--- src/rtl/btn_event_arbiter.sv ---
// btn_event_arbiter: collects one-cycle pulses from N button channels, latches
// them as pending presses and serialises them round-robin onto a single
// valid/ready event stream. A press arriving on a channel that is already
// pending (and not being accepted) is dropped and flags a sticky overflow.
//
// Ports:
//   clk       in   system clock, rising edge
//   rst_n     in   asynchronous active-low reset
//   pulse_in  in   [N-1:0] one-cycle pulses, bit i = channel i
//   evt_ready in   consumer accepts the offered event this cycle
//   clr_ovf   in   clears the overflow flag (a new drop in the same cycle wins)
//   evt_valid out  event offered on evt_id
//   evt_id    out  [IDW-1:0] channel number of the offered event
//   pending   out  [N-1:0] per-channel pending-press latch
//   overflow  out  sticky lost-press flag
module btn_event_arbiter #(
  parameter int unsigned N   = 4,
  parameter int unsigned IDW = 2
) (
  input  logic           clk,
  input  logic           rst_n,
  input  logic [N-1:0]   pulse_in,
  input  logic           evt_ready,
  input  logic           clr_ovf,
  output logic           evt_valid,
  output logic [IDW-1:0] evt_id,
  output logic [N-1:0]   pending,
  output logic           overflow
);

  typedef enum logic [0:0] {
    S_IDLE  = 1'b0,
    S_OFFER = 1'b1
  } state_e;

  state_e         state_q,     state_d;
  logic [IDW-1:0] rr_ptr_q,    rr_ptr_d;
  logic           evt_valid_q, evt_valid_d;
  logic [IDW-1:0] evt_id_q,    evt_id_d;
  logic [N-1:0]   pending_q,   pending_d;
  logic           overflow_q,  overflow_d;

  logic           accept;
  logic [N-1:0]   acc_vec;
  logic           drop;
  logic           found;
  logic [IDW-1:0] pick;
  int unsigned    idx;

  // Accept handshake and one-hot of the channel being accepted this cycle
  always_comb begin
    accept  = (state_q == S_OFFER) && evt_ready;
    acc_vec = '0;
    if (accept) begin
      acc_vec = N'(1) << evt_id_q;
    end
  end

  // Pending latches: accept clears, a simultaneous new pulse re-sets (new press)
  always_comb begin
    pending_d  = (pending_q & ~acc_vec) | pulse_in;
    drop       = |(pulse_in & pending_q & ~acc_vec);
    overflow_d = overflow_q;
    if (clr_ovf) begin
      overflow_d = 1'b0;
    end
    if (drop) begin
      overflow_d = 1'b1;
    end
  end

  // Round-robin pick: first pending bit scanning rr_ptr, rr_ptr+1, ... wrapping
  always_comb begin
    found = 1'b0;
    pick  = '0;
    idx   = 0;
    for (int unsigned k = 0; k < N; k++) begin
      idx = 32'(rr_ptr_q) + k;
      if (idx >= N) begin
        idx = idx - N;
      end
      if (!found && pending_q[idx]) begin
        found = 1'b1;
        pick  = IDW'(idx);
      end
    end
  end

  // Next-state and registered-output logic
  always_comb begin
    state_d     = state_q;
    rr_ptr_d    = rr_ptr_q;
    evt_valid_d = evt_valid_q;
    evt_id_d    = evt_id_q;
    unique case (state_q)
      S_IDLE: begin
        evt_valid_d = 1'b0;
        if (found) begin
          evt_id_d    = pick;
          evt_valid_d = 1'b1;
          state_d     = S_OFFER;
        end
      end
      S_OFFER: begin
        // id is frozen until accepted, regardless of new higher-priority presses
        if (accept) begin
          rr_ptr_d    = (evt_id_q == IDW'(N - 1)) ? '0 : evt_id_q + IDW'(1);
          evt_valid_d = 1'b0;
          state_d     = S_IDLE;
        end
      end
      default: begin
        state_d     = S_IDLE;
        evt_valid_d = 1'b0;
      end
    endcase
  end

  // State and output registers
  always_ff @(posedge clk or negedge rst_n) begin
    if (!rst_n) begin
      state_q     <= S_IDLE;
      rr_ptr_q    <= '0;
      evt_valid_q <= 1'b0;
      evt_id_q    <= '0;
      pending_q   <= '0;
      overflow_q  <= 1'b0;
    end else begin
      state_q     <= state_d;
      rr_ptr_q    <= rr_ptr_d;
      evt_valid_q <= evt_valid_d;
      evt_id_q    <= evt_id_d;
      pending_q   <= pending_d;
      overflow_q  <= overflow_d;
    end
  end

  assign evt_valid = evt_valid_q;
  assign evt_id    = evt_id_q;
  assign pending   = pending_q;
  assign overflow  = overflow_q;

endmodule

--- config.mk ---
export PLATFORM = sky130hd
export DESIGN_NAME = btn_event_arbiter
export DESIGN_NICKNAME = d
export VERILOG_FILES = /design/src/rtl/btn_event_arbiter.sv
export SDC_FILE = /design/constraint.sdc
export NUM_CORES = 1
export LEC_CHECK = 0
export BUFFER_PORTS_ARGS = -buffer_cell sky130_fd_sc_hd__buf_2
export CAP_MARGIN = 20
export CORE_UTILIZATION = 40
export CTS_CLUSTER_DIAMETER = 200
export DETAILED_ROUTE_END_ITERATION = 8
export HOLD_SLACK_MARGIN = 0.03
export PLACE_DENSITY = 0.7
export SYNTH_ARGS = -nofsm -noshare
export SYNTH_HDL_FRONTEND = slang
export SYNTH_SLANG_ARGS = --single-unit
--- constraint.sdc ---
create_clock -name clk -period 1.1 [get_ports clk]
set_clock_uncertainty 0.05 [all_clocks]
set_input_delay 0.11 -clock clk [delete_from_list [all_inputs] [get_ports clk]]
set_output_delay 0.11 -clock clk [all_outputs]
set_load 0.05 [all_outputs]
Word-level counts from Yosys, hierarchy flattened
Cells that the tools add are included.

operators by class
  muxes and demuxes = 29
  reductions and logical operators = 11
  $add $sub $neg = 8
  shift operators = 1
  bitwise operators = 6
  equal/unequal tests = 2
  order comparisons = 8

operator list
  kind                                                                count
  less-than comparator 32 x 3 -> 1 bit (second input constant)        4
  two-way mux 32 bit                                                  4
  two-way mux 1 bit                                                   13
  AND 4 bit                                                           3
  subtractor 3 x 3 -> 4 bit (second input constant)                   3
  two-way mux 2 bit                                                   5
  greater-or-equal comparator 3 bit (second input constant)           3
  binary-select mux 1 bit (select 2 bit)                              4
  adder 2 x 2 -> 3 bit (second input constant)                        2
  logical AND 1 bit                                                   4
  two-way mux 4 bit                                                   1
  NOT 4 bit                                                           1
  OR 4 bit                                                            1
  case mux 1 bit (2 select lines)                                     2
  AND reduction 2 bit                                                 2
  OR reduction 4 bit                                                  1
  << shifter 1 x 2 -> 4 bit (first input constant)                    1
  subtractor 2 x 3 -> 4 bit (second input constant)                   1
  adder 2 x 1 -> 3 bit (second input constant)                        1
  greater-or-equal comparator 2 x 3 -> 1 bit (second input constant)  1
  logical NOT 1 bit                                                   3
  adder 2 x 1 -> 2 bit (second input constant)                        1
  == test 2 bit (second input constant)                               1
  inequality test 2 x 1 -> 1 bit (second input constant)              1
  other kinds (2)                                                     2

storage, ports and cells
  logic and storage cells = 71
  output and inout port bits = 8
  flip-flop bits (word level) = 11
  input port bits = 8

Depth between registers and ports, before layout
  depth in word-level cells = 16
  depth in mapped cells = 5
  mapped depth without buffers = 5

Least setup slack after synthesis
No wires, ideal clock.

  path type = reg2reg
  from = reg evt_id_q[0], in the netlist evt_id[0]
  to = reg rr_ptr_q[1]
  stages on the path, launching flop included = 4
  setup slack = -0.411 ns
  required time = 0.925 ns
  arrival time = 1.336 ns
  cells stage by stage = dfrtp_1 > inv_1 > ha_1 > mux2_2

on the way
  word-level cells in the longest chain between the ends = 2
  elaborated cells between the ends (all ways) = 3
  classes of those cells = add/sub: 1; eq/ne: 1; mux: 1

ends and longest elaborated chain
  what                                                   RTL line  RTL
  start, declared                                        39        logic [IDW-1:0] evt_id_q, evt_id_d;
  start signal, assigned                                 132       evt_id_q <= evt_id_d;
  adder 2 x 1 -> 2 bit or == test 2 bit (tied branches)  107       rr_ptr_d = (evt_id_q == IDW'(N - 1)) ? '0 : evt_id_q + IDW'(1);
  two-way mux 2 bit *                                    107
  end signal, assigned                                   130       rr_ptr_q <= rr_ptr_d;
  end, declared                                          37        logic [IDW-1:0] rr_ptr_q, rr_ptr_d;

Mark *: on every way between the ends. The rest lies on a longest branch, timed or not.
A chain may end at the register's enable or synchronous reset.

Worst setup path after layout
  from = reg evt_id_q[1], in the netlist evt_id[1]
  to = reg overflow_q, in the netlist overflow

on the way
  word-level cells in the longest chain between the ends = 6
  elaborated cells between the ends (all ways) = 7
  classes of those cells = shift: 1; mux: 2; bitwise: 2; reduce/logical: 2

ends and longest elaborated chain
  what                                                     RTL line  RTL
  << shifter 1 x 2 -> 4 bit *                              55        acc_vec = N'(1) << evt_id_q;
  two-way mux 4 bit *                                      54        if (accept) begin
  NOT 4 bit *                                              62        drop = |(pulse_in & pending_q & ~acc_vec);
  AND 4 bit *                                              62
  OR reduction 4 bit *                                     62
  two-way mux 1 bit or nonzero test 2 bit (tied branches)  -
  end signal, assigned                                     134       overflow_q <= overflow_d;
  end, declared                                            41        logic overflow_q, overflow_d;

Marks and branches as above.

==> impl_metrics.ini <==
[die]
start_util_pct = 44.9
io_pins = 16
dieArea_um2 = 1680
chipWidth_um = 41.0
rows = 13
die_h_um = 41.0
core_um2 = 1350

[routing]
viasPerCell = 5.20
drtPass1Iterations = 4
wl_um = 1630
wl_per_cell_um = 15.1
drtIter0Drc = 19
detail-route-antenna-nets = 0
num_vias = 562
drcViolationCount = 0

[clock_tree]
clock_path_buffers = 2
clock_latency_ps = 260
clkSlewWorstSetupHoldPaths_ps = 70
cts_num_sinks = 11
cts_tree = done
numCtsBuffers = 3
cts_max_level = 1
cts-root-buf = clkbuf_4

[cells_and_area]
postLayoutCellArea_um2 = 1010
final_core_util_pct = 74.7
antenna_cells = 0
seq_area_um2 = 284
layout_common_cells = 10 x buf_4, 9 x buf_2, 7 x dfrtp_2, 7 x buf_6, 6 x dlygate4sd3_1
nets = 106
final_common_cell = buf_4
drive_gt1_share_pct = 57.0
area_delta_synth_final_pct = 66.2
multi_input_area_um2 = 385
fillers = 86

[status]
violations = negative setup slack
status = complete, but fails checks

[hold_path]
min_to = evt_valid
holdPathStages = 2
hold_path.class = in -> reg
holdCritStartpoint = evt_ready

[setup_path]
slowest_stage = dfrtp_2
crit_fanout = 3
crit_arrival_ps = 1360
slowest_delay_ps = 440
path_buf_inv = 1
reg2reg_slack_ps = -180
worstReg2RegStart = evt_id[1]
critPathLaunchType = flip-flop
criticalPathCategory = reg -> reg
required_ps = 1180
crit_chain = inv_4, ha_4, nand3_2, a32oi_1, o2111ai_1
endpoint_kind = flip-flop
r2r_cells = 5
r2r-end = overflow
startpoint = evt_id[1]
crit_family = flip-flops

[timing]
layout_min_cycle_time_ps = 1280
fmax_mhz = 780
finalSetupViolations = 10
setup_ws_ps = -182
slew_headroom_pct = 79.7
fin_setup_tns_ps = -1020
period_share_pct = 117
hold_violations = 0
drv_slew = 0
tightest_slew_ps = 302
rsz0062_at_grt = true

[placed_design]
dp_hpwl_um = 1020
port_buffers = 15
postPlaceCellArea_um2 = 779
gp_congestion = 0.843

[global_routing]
grt_pass1_wl_um = 2460
grt_max_degree = 12
grt_usage_pct = 23.9
grt_pass1_vias = 525
antenna_found_initial = 0
gr-total-overflow = 0

[synth]
ys_ff_latch = 11
syn_inst = 57
syn_avg_cell_area_um2 = 10.6
ys_warn_count = 0
syn-num-nets = 69
yosysTopAreaCell = dfrtp_1
yosysUniqueCellTypes = 23
synth_area_leaders = dfrtp_1 45%, ha_1 8.2%, nand3_1 4.9%, a21o_1 4.9%, buf_12 3.3%
syn_area_um2 = 607
synth_top_area_share_pct = 45.4
synth_seq_area_share_pct = 45.4

[pwr]
p_leak_nw = 0.449
p_per_area_nw_per_um2 = 2190
vdd_drop_max_uv = 1800

[flow_run]
cap_viol_max_count = 0
==> stage by stage <==
stage                     std cells  hold slack [ps]  setup slack (ps)  total power [mW]
final                           108              128              -182              2.21
after global routing            108              138              -207              2.35
after CTS                       107              116              -128              1.99
after detailed placement         95            -55.1              -141              1.54
after global placement           95            -57.8              -123              1.52
after floorplan                  57             -236              -195              1.25
==> where the power goes <==
part	internal [mW]	switching (mW)
clock	0.140	0.133
combinational	0.587	0.637
sequential	0.520	0.192
total	1.25	0.961
==> synthesized netlist by cell type <==
cell	n
a21o_1	4
a21o_2	1
a21oi_1	2
a32o_2	1
a32oi_1	1
and2_1	1
and3b_1	1
buf_12	1
dfrtp_1	11
ha_1	4
inv_1	4
mux2_2	1
mux2i_1	2
nand2_1	5
nand2b_1	2
nand3_1	6
nor2_1	1
nor4_2	1
o2111ai_1	1
o21ai_0	3
o2bb2ai_1	1
o31ai_1	2
or2_1	1
==> logic make-up after synthesis <==
logic type	after synthesis	share of synthesized area, %
compound gates	16	19.2
fa+ha+maj	4	8.25
buf+inv	5	5.77
flops	11	45.4
mux	3	5.15
simple gates	18	16.3
==> repair_timing <==
item / in CTS / in global routing
endpoints found under the hold margin: 16 / 0
setup endpoints to repair: 15 / 14
resized for setup: 15 / 15
pin swaps: 6 / 5
setup buffers: 2 / 1
hold buffers: 6 / 0
gates cloned: 0 / 0
==> flip-flops by register name, indices dropped and copies added, names as in the netlist <==
register	count
evt_valid	1
evt_id	2
overflow	1
rr_ptr_q	2
pending	4
state_q	1
==> layer usage <==
metal,GRT usage (%),routed length (um),vias to the layer above
li1,-,-,280
met1,31.0,757,267
met2,38.3,810,11
met3,4.89,40,4
met4,10.0,23,0
met5,0,0,-
==> worst max path at each step <==
stage                              to  depth (start not counted)
final                        overflow                          5
after global routing         overflow                          5
after CTS                 rr_ptr_q[1]                          3
after detailed placement     overflow                          5
after global placement      evt_id[0]                          3
after floorplan              overflow                          4
==> area by class of cell <==
type                            instances  share of cell area (%)
Inverter                                4                    1.99
Sequential cell                        11                    28.2
Timing Repair Buffer                   33                    27.2
Clock buffer                            4                    2.61
Multi-Input combinational cell         41                    38.2
Tap cell                               15                    1.86
No activity file was read; power rests on OpenSTA's default activity.
